[src/rtl/idex_pkg.sv]
// Shared constants and types for the ID/EX pipeline register.
package idex_pkg;

  localparam int unsigned IDEX_DATA_W  = 16;
  localparam int unsigned IDEX_REG_AW  = 4;
  localparam int unsigned IDEX_ALUOP_W = 4;
  localparam int unsigned CTRL_W       = 4;

  localparam int unsigned CTRL_REGWRITE = 3;
  localparam int unsigned CTRL_MEMTOREG = 2;
  localparam int unsigned CTRL_MEMREAD  = 1;
  localparam int unsigned CTRL_MEMWRITE = 0;

  typedef enum logic [1:0] {
    StEmpty,
    StOne,
    StTwo
  } idex_state_e;

endpackage

[src/rtl/idex_slot.sv]
// One pipeline slot: valid flag plus payload register. Clear drops only the
// valid flag so the payload keeps its last value.
module idex_slot #(
  parameter int unsigned Width = 8
) (
  input  logic             clk_i,
  input  logic             rst_i,
  input  logic             clr_i,
  input  logic             load_i,
  input  logic [Width-1:0] d_i,
  output logic             valid_o,
  output logic [Width-1:0] q_o
);

  logic             valid_q;
  logic [Width-1:0] data_q;

  always_ff @(posedge clk_i) begin
    if (rst_i) begin
      valid_q <= 1'b0;
      data_q  <= '0;
    end else if (clr_i) begin
      valid_q <= 1'b0;
    end else if (load_i) begin
      valid_q <= 1'b1;
      data_q  <= d_i;
    end
  end

  assign valid_o = valid_q;
  assign q_o     = data_q;

endmodule

[src/rtl/id_ex_pipe.sv]
// ID/EX pipeline register with a two-entry skid buffer so in_ready_o is a flop.
// Optional stall/bubble counters are built when IDEX_PERF_EN is defined.
module id_ex_pipe
  import idex_pkg::*;
#(
  parameter int unsigned DATA_W  = IDEX_DATA_W,
  parameter int unsigned REG_AW  = IDEX_REG_AW,
  parameter int unsigned ALUOP_W = IDEX_ALUOP_W
) (
  input  logic                CLK,
  input  logic                RST,
  input  logic                in_valid_i,
  output logic                in_ready_o,
  input  logic [CTRL_W-1:0]   ctrl_i,
  input  logic [ALUOP_W-1:0]  aluop_i,
  input  logic [2*DATA_W-1:0] src_i,
  input  logic [DATA_W-1:0]   memdata_i,
  input  logic [4*REG_AW-1:0] regs_i,
  input  logic [DATA_W-1:0]   epc_i,
  input  logic                flush_i,
  output logic                out_valid_o,
  input  logic                out_ready_i,
  output logic [CTRL_W-1:0]   ctrl_o,
  output logic [ALUOP_W-1:0]  aluop_o,
  output logic [2*DATA_W-1:0] src_o,
  output logic [DATA_W-1:0]   memdata_o,
  output logic [4*REG_AW-1:0] regs_o,
  output logic [DATA_W-1:0]   epc_o
`ifdef IDEX_PERF_EN
  ,
  output logic [15:0]         bubble_cnt_o,
  output logic [15:0]         stall_cnt_o
`endif
);

  localparam int unsigned PW = CTRL_W + ALUOP_W + 4 * DATA_W + 4 * REG_AW;

  logic [PW-1:0]     in_pl, main_d, main_q, skid_q;
  logic              main_valid, skid_valid;
  logic              main_load, main_clr, main_sel_skid, skid_load, skid_clr;
  logic [CTRL_W-1:0] ctrl_q;
  idex_state_e       state;

  assign in_pl  = {ctrl_i, aluop_i, src_i, memdata_i, regs_i, epc_i};
  assign main_d = main_sel_skid ? skid_q : in_pl;

  always_comb begin
    main_load     = 1'b0;
    main_clr      = 1'b0;
    main_sel_skid = 1'b0;
    skid_load     = 1'b0;
    skid_clr      = 1'b0;
    if (skid_valid)      state = StTwo;
    else if (main_valid) state = StOne;
    else                 state = StEmpty;

    if (flush_i) begin
      main_clr = 1'b1;
      skid_clr = 1'b1;
    end else begin
      unique case (state)
        StEmpty: main_load = in_valid_i;
        StOne: begin
          if (out_ready_i) begin
            main_load = in_valid_i;
            main_clr  = !in_valid_i;
          end else begin
            skid_load = in_valid_i;
          end
        end
        // in_ready_o is low here, so no new beat can arrive this cycle.
        StTwo: begin
          if (out_ready_i) begin
            main_load     = 1'b1;
            main_sel_skid = 1'b1;
            skid_clr      = 1'b1;
          end
        end
        default: ;
      endcase
    end
  end

  idex_slot #(.Width(PW)) u_main (
    .clk_i   (CLK),
    .rst_i   (RST),
    .clr_i   (main_clr),
    .load_i  (main_load),
    .d_i     (main_d),
    .valid_o (main_valid),
    .q_o     (main_q)
  );

  idex_slot #(.Width(PW)) u_skid (
    .clk_i   (CLK),
    .rst_i   (RST),
    .clr_i   (skid_clr),
    .load_i  (skid_load),
    .d_i     (in_pl),
    .valid_o (skid_valid),
    .q_o     (skid_q)
  );

  assign {ctrl_q, aluop_o, src_o, memdata_o, regs_o, epc_o} = main_q;
  assign ctrl_o      = main_valid ? ctrl_q : '0;
  assign out_valid_o = main_valid;
  assign in_ready_o  = !skid_valid;

`ifdef IDEX_PERF_EN
  logic [15:0] bubble_q, stall_q;

  always_ff @(posedge CLK) begin
    if (RST) begin
      bubble_q <= '0;
      stall_q  <= '0;
    end else begin
      if (!main_valid && bubble_q != 16'hFFFF) bubble_q <= bubble_q + 16'd1;
      if (main_valid && !out_ready_i && stall_q != 16'hFFFF) stall_q <= stall_q + 16'd1;
    end
  end

  assign bubble_cnt_o = bubble_q;
  assign stall_cnt_o  = stall_q;
`endif

endmodule
[config.mk]
export PLATFORM = sky130hd
export DESIGN_NAME = id_ex_pipe
export DESIGN_NICKNAME = d
export VERILOG_FILES = /design/src/rtl/idex_pkg.sv /design/src/rtl/idex_slot.sv /design/src/rtl/id_ex_pipe.sv
export SDC_FILE = /design/constraint.sdc
export NUM_CORES = 1
export LEC_CHECK = 0
export ABC_AREA = 0
export ABC_CLOCK_PERIOD_IN_PS = 2300
export BUFFER_PORTS_ARGS = -buffer_cell sky130_fd_sc_hd__buf_4
export CAP_MARGIN = 20
export CORE_MARGIN = 2
export CORE_UTILIZATION = 28
export CTS_CLUSTER_SIZE = 10
export DETAILED_ROUTE_END_ITERATION = 7
export PLACE_DENSITY = 0.44
export SLEW_MARGIN = 20
export SYNTH_ARGS = -nofsm -noshare
export SYNTH_HDL_FRONTEND = slang
export SYNTH_SLANG_ARGS = --single-unit
export TNS_END_PERCENT = 1
[constraint.sdc]
create_clock -name CLK -period 2.3 [get_ports CLK]
set_clock_uncertainty 0.2 [all_clocks]
set_input_delay 0.23 -clock CLK [delete_from_list [all_inputs] [get_ports CLK]]
set_output_delay 0.23 -clock CLK [all_outputs]
set_load 0.005 [all_outputs]
-- After elaboration in Yosys (flattened, before gate mapping)
Cells that the tools add are included.
- logic and storage cells: 32
- output and inout bits: 90
- register bits after elaboration: 178
- input port bits: 93
- equal/unequal tests: 2
- reductions and logical operators: 7
- muxes and demuxes: 17
- bitwise gates (word level): 2
- operators with widths (cell ; number):
    2-to-1 mux 88 bit ; 1
    2-to-1 mux 1 bit ; 13
    2-to-1 mux 4 bit ; 1
    AND reduction 2 bit ; 2
    OR reduction 2 bit ; 2
    case mux 1 bit (3 select lines) ; 1
    == test 2 x 1 -> 1 bit (second input constant) ; 1
    == test 2 bit (second input constant) ; 1
    logical NOT 1 bit ; 2
    logical NOT 2 bit ; 1
    2-to-1 mux 2 bit ; 1
    inverter 1 bit ; 2

-- Longest topological paths before layout
- word-level depth: 7
- gate-level depth with buffers: 7
- depth with buffers taken out: 3

-- Modules after synthesis
From an unflattened synthesis, not the netlist that was laid out.
- cell total of the unflattened synthesis: 918
- area, all modules: 9340.2 um2
- modules (own cells, without submodules) (module ; cells an instance ; instances ; area an instance (um2)):
    idex_slot ; 404 ; 2 ; 4055.1
    id_ex_pipe ; 110 ; 1 ; 1229.9

-- Worst setup path after synthesis
No wires, ideal clock.
- path kind: register to register
- start point: register u_main.valid_q, in the netlist u_main.valid_o
- end point: register u_main.data_q[51], in the netlist u_main.q_o[51]
- path buffers: 2
- data arrival time: 1356 ps
- slack: 656 ps
- library setup time: 89 ps
- cell stages (with the launch flop): 6
- path through: dfxtp_1 > o21bai_2 > buf_4 > clkbuf_1 > a21oi_1 > a311oi_2
- cells in the longest elaborated chain, start to end: 7
- ends and longest elaborated chain (what ; line ; RTL):
    start: declaration ; idex_slot.sv:15 ; logic valid_q;
    start signal: assignment ; idex_slot.sv:20 ; valid_q <= 1'b0;
    start signal: assignment ; idex_slot.sv:23 ; valid_q <= 1'b0;
    start signal: assignment ; idex_slot.sv:25 ; valid_q <= 1'b1;
    2-to-1 mux 1 bit (*) ; id_ex_pipe.sv:54 ; else if (main_valid) state = StOne;
    2-to-1 mux 2 bit (*) ; id_ex_pipe.sv:53 ; if (skid_valid) state = StTwo;
    parallel branches: the longest is 5 deep, another holds case mux 1 bit (3 select lines) ; - ;
    end signal: assignment ; idex_slot.sv:26 ; data_q <= d_i;
    end: declaration ; idex_slot.sv:16 ; logic [Width-1:0] data_q;
Mark *: on every way between the ends.
A chain may end at the register's enable or synchronous reset.

-- Final worst setup path
- start point: input RST
- end point: register u_main.valid_q, in the netlist u_main.valid_o
- cells in the longest elaborated chain, start to end: 1
- ends and longest elaborated chain (what ; line ; RTL):
    start: declaration ; id_ex_pipe.sv:11 ; input logic RST,
    OR reduction 2 bit (no line) ; - ;
Every way passes these cells.

==> results.toml <==
[logic_synthesis]
syn_avg_cell_area_um2 = 8.15
ys.flop_type = "dfxtp_1"
synth_top_area_cell = "dfxtp_1"
syn_area_um2 = 8250
ys_ff_latch = 178
async_flop_share_pct = 0
yosysSeqAreaShare_pct = 43.2
synth_commonest_cells = "dfxtp_1, a21oi_1, nand3_1"
syn-instance-count = 1012
synth_cell_types = 22
synth_area_leaders = "dfxtp_1, a21oi_1, nand3_1, buf_4, a311oi_1"
synth_enable_flop_cells = 0
yosysWarnings = 0
synth_top_area_share_pct = 43.2
synth.most_common_cell = "dfxtp_1"
syn_nets = 1105

[clock_tree]
clk_latency_ns = 0.43
cts_resized = 0
cts.sinks = 178
htreeDepth = 4
clockBufferDepth = 2
post_cts_buffers = 0
path_clk_slew_ns = 0.08
cts_tree = "yes"
cts_root_buf = "clkbuf_16"
cts_inserted_buffers = 17
cts_hold_buf = 91

[die]
ios = 183
core_area_um2 = 28900
start_util_pct = 28.6
dieArea_um2 = 30800
die_x_um = 176
rows = 62
die_h_um = 176

[routing]
vias_per_cell = 5.15
vias = 7863
drtIter0Drc = 568
wirelength_um = 28300
postRouteAntennaNets = 0
dr.pass1.iters = 5
drc = 0
wl_per_cell_um = 18.5

[sta]
slew_viol_final = 0
tns_ns = 0
max_slew.worst_pin.slew_ns = 0.667
rsz0062_at_grt = "no"
whs_ns = 0.0305
fin_crit_ns = 2.06
min_period_over_period_pct = 89.5
max_freq_mhz = 486
finalHoldViolations = 0
setup_violations = 0
slew_headroom_pct = 55.5

[placed_design]
hpwl_um = 15700
placed_area_um2 = 9400
gp_congestion = 0.720
place_inst = 1404
io_buffers = 182

[critical_path]
cp-start-kind = "primary input"
cpMostUsedCell = "dlygate4sd3_1"
crit_buf_inv = 4
cpPeakStageDelay_ns = 0.57
worstPathCellList = "dlygate4sd3_1, buf_6, buf_4, a311oi_1, dlygate4sd3_1"
crit_slowest_cell = "dlygate4sd3_1"
cp.required_ns = 2.41
cp-end-kind = "register"
cp_top_family = "buffers and inverters"
critPathMaxFanout = 33
path_class = "in2reg"
arrival_ns = 2.17

[power_and_ir_drop]
leakage_nw = 4.01
power.share.clock_pct = 39.4
peakVddDrop_uv = 443
switching_share_pct = 26.7
p_switching_mw = 1.89
internal_power_mw = 5.17
p_seq_share_pct = 46.4
power_frac_comb_pct = 14.1
power_density_nw_per_um2 = 651

[job]
drv_cap = 0

[global_route]
grt_pass1_vias = 7748
use_met2_pct = 29.0
antenna_found_initial = 0
grt_max_degree = 89
met3_usage_pct = 3.01
overflow = 0
grt_pass1_wl_um = 44300
grtUsageMet1_pct = 25.6
grt_use_total_pct = 18.1
busiest_layer = "met2"

[run_status]
status = "completed"

[final_layout]
drive_gt1_share_pct = 23.5
area_growth_pct = 31.6
nNetsFinal = 1223
fin_cells = 1526
diodes = 0
final_cell_area_um2 = 10900
fin_util_pct = 37.6

[hold_path]
min_path_type = "in2reg"
==> worst paths after layout <==
kind	from	endpoint	slack, ns	cells past startpoint
worst max-delay path	RST	u_main.valid_o	0.24	5
worst max register to register	u_skid.valid_o	u_main.q_o[26]	0.34	3
worst min register to register	u_skid.q_o[76]	u_skid.q_o[76]	0.28	2
worst min-delay path	out_ready_i	u_main.q_o[82]	0.03	3
==> per-stage QoR <==
step | total power, mW | setup WS [ns]
2_1_floorplan | 3.86 | 0.656
3_3_place_gp | 4.23 | 0.345
3_5_place_dp | 4.23 | 0.368
4_1_cts | 7.16 | 0.321
5_1_grt | 7.37 | 0.193
6_report | 7.06 | 0.242
==> registers in the layout, summed over array words and instances (netlist names) <==
signal,cells
u_main.valid_o,1
u_main.q_o,88
u_skid.q_o,88
u_skid.valid_o,1
==> logic make-up after synthesis <==
group | synth area share (%)
AND/OR/NAND/NOR | 15.6
flip-flops | 43.2
buffers and inverters | 13.9
AO/OA/AOI/OAI | 27.3
==> tightest hold or removal path: cells and delay by family <==
| kind | cells | cell delay, ns |
|---|---|---|
| AOI/OAI and AO/OA | 1 | 0.09 |
| buffers and inverters | 1 | 0.18 |
| and+or+nand+nor | 1 | 0.11 |
==> cells in the final DEF (no fill, tap or decap), types with 2 or more instances in the layout <==
cell and count:
a311oi_2 20, clkbuf_8 3, nand2b_1 2, a311oi_1 69, nand3_1 176, dfxtp_1 177
and2_1 4, a21oi_1 176, clkinv_2 4, clkbuf_16 17, clkinvlp_4 3, nand2_1 89
dlygate4sd3_1 91, inv_6 3, o21ai_0 88, buf_4 194, buf_12 14
==> metal layers <==
metal | vias to the layer above | routed length, µm | part of all wire [%]
met5 | - | 0 | 0
met1 | 3809 | 13700 | 49
met2 | 199 | 13200 | 47
li1 | 3834 | - | -
met3 | 21 | 1110 | 3.9
met4 | 0 | 269 | 0.95
==> power by group through the flow <==
stage	Combinational (mW)	Clock, mW	Sequential (mW)
floorplan	0.544	0	3.32
global placement	0.878	0	3.35
detailed placement	0.878	0	3.35
global route	1.09	2.99	3.29
finish	0.998	2.79	3.28
CTS	1.00	2.88	3.28
==> cell type report <==
cell class | instances | area (µm²)
sequential | 178 | 3570
fill | 3008 | 18000
timing repair buffer | 300 | 2660
tap | 384 | 480
multi-input combinational | 631 | 3590
clock inverter | 11 | 78.8
inverter | 2 | 8.76
clock buffer | 20 | 467
(Power assumes the default switching activity.)
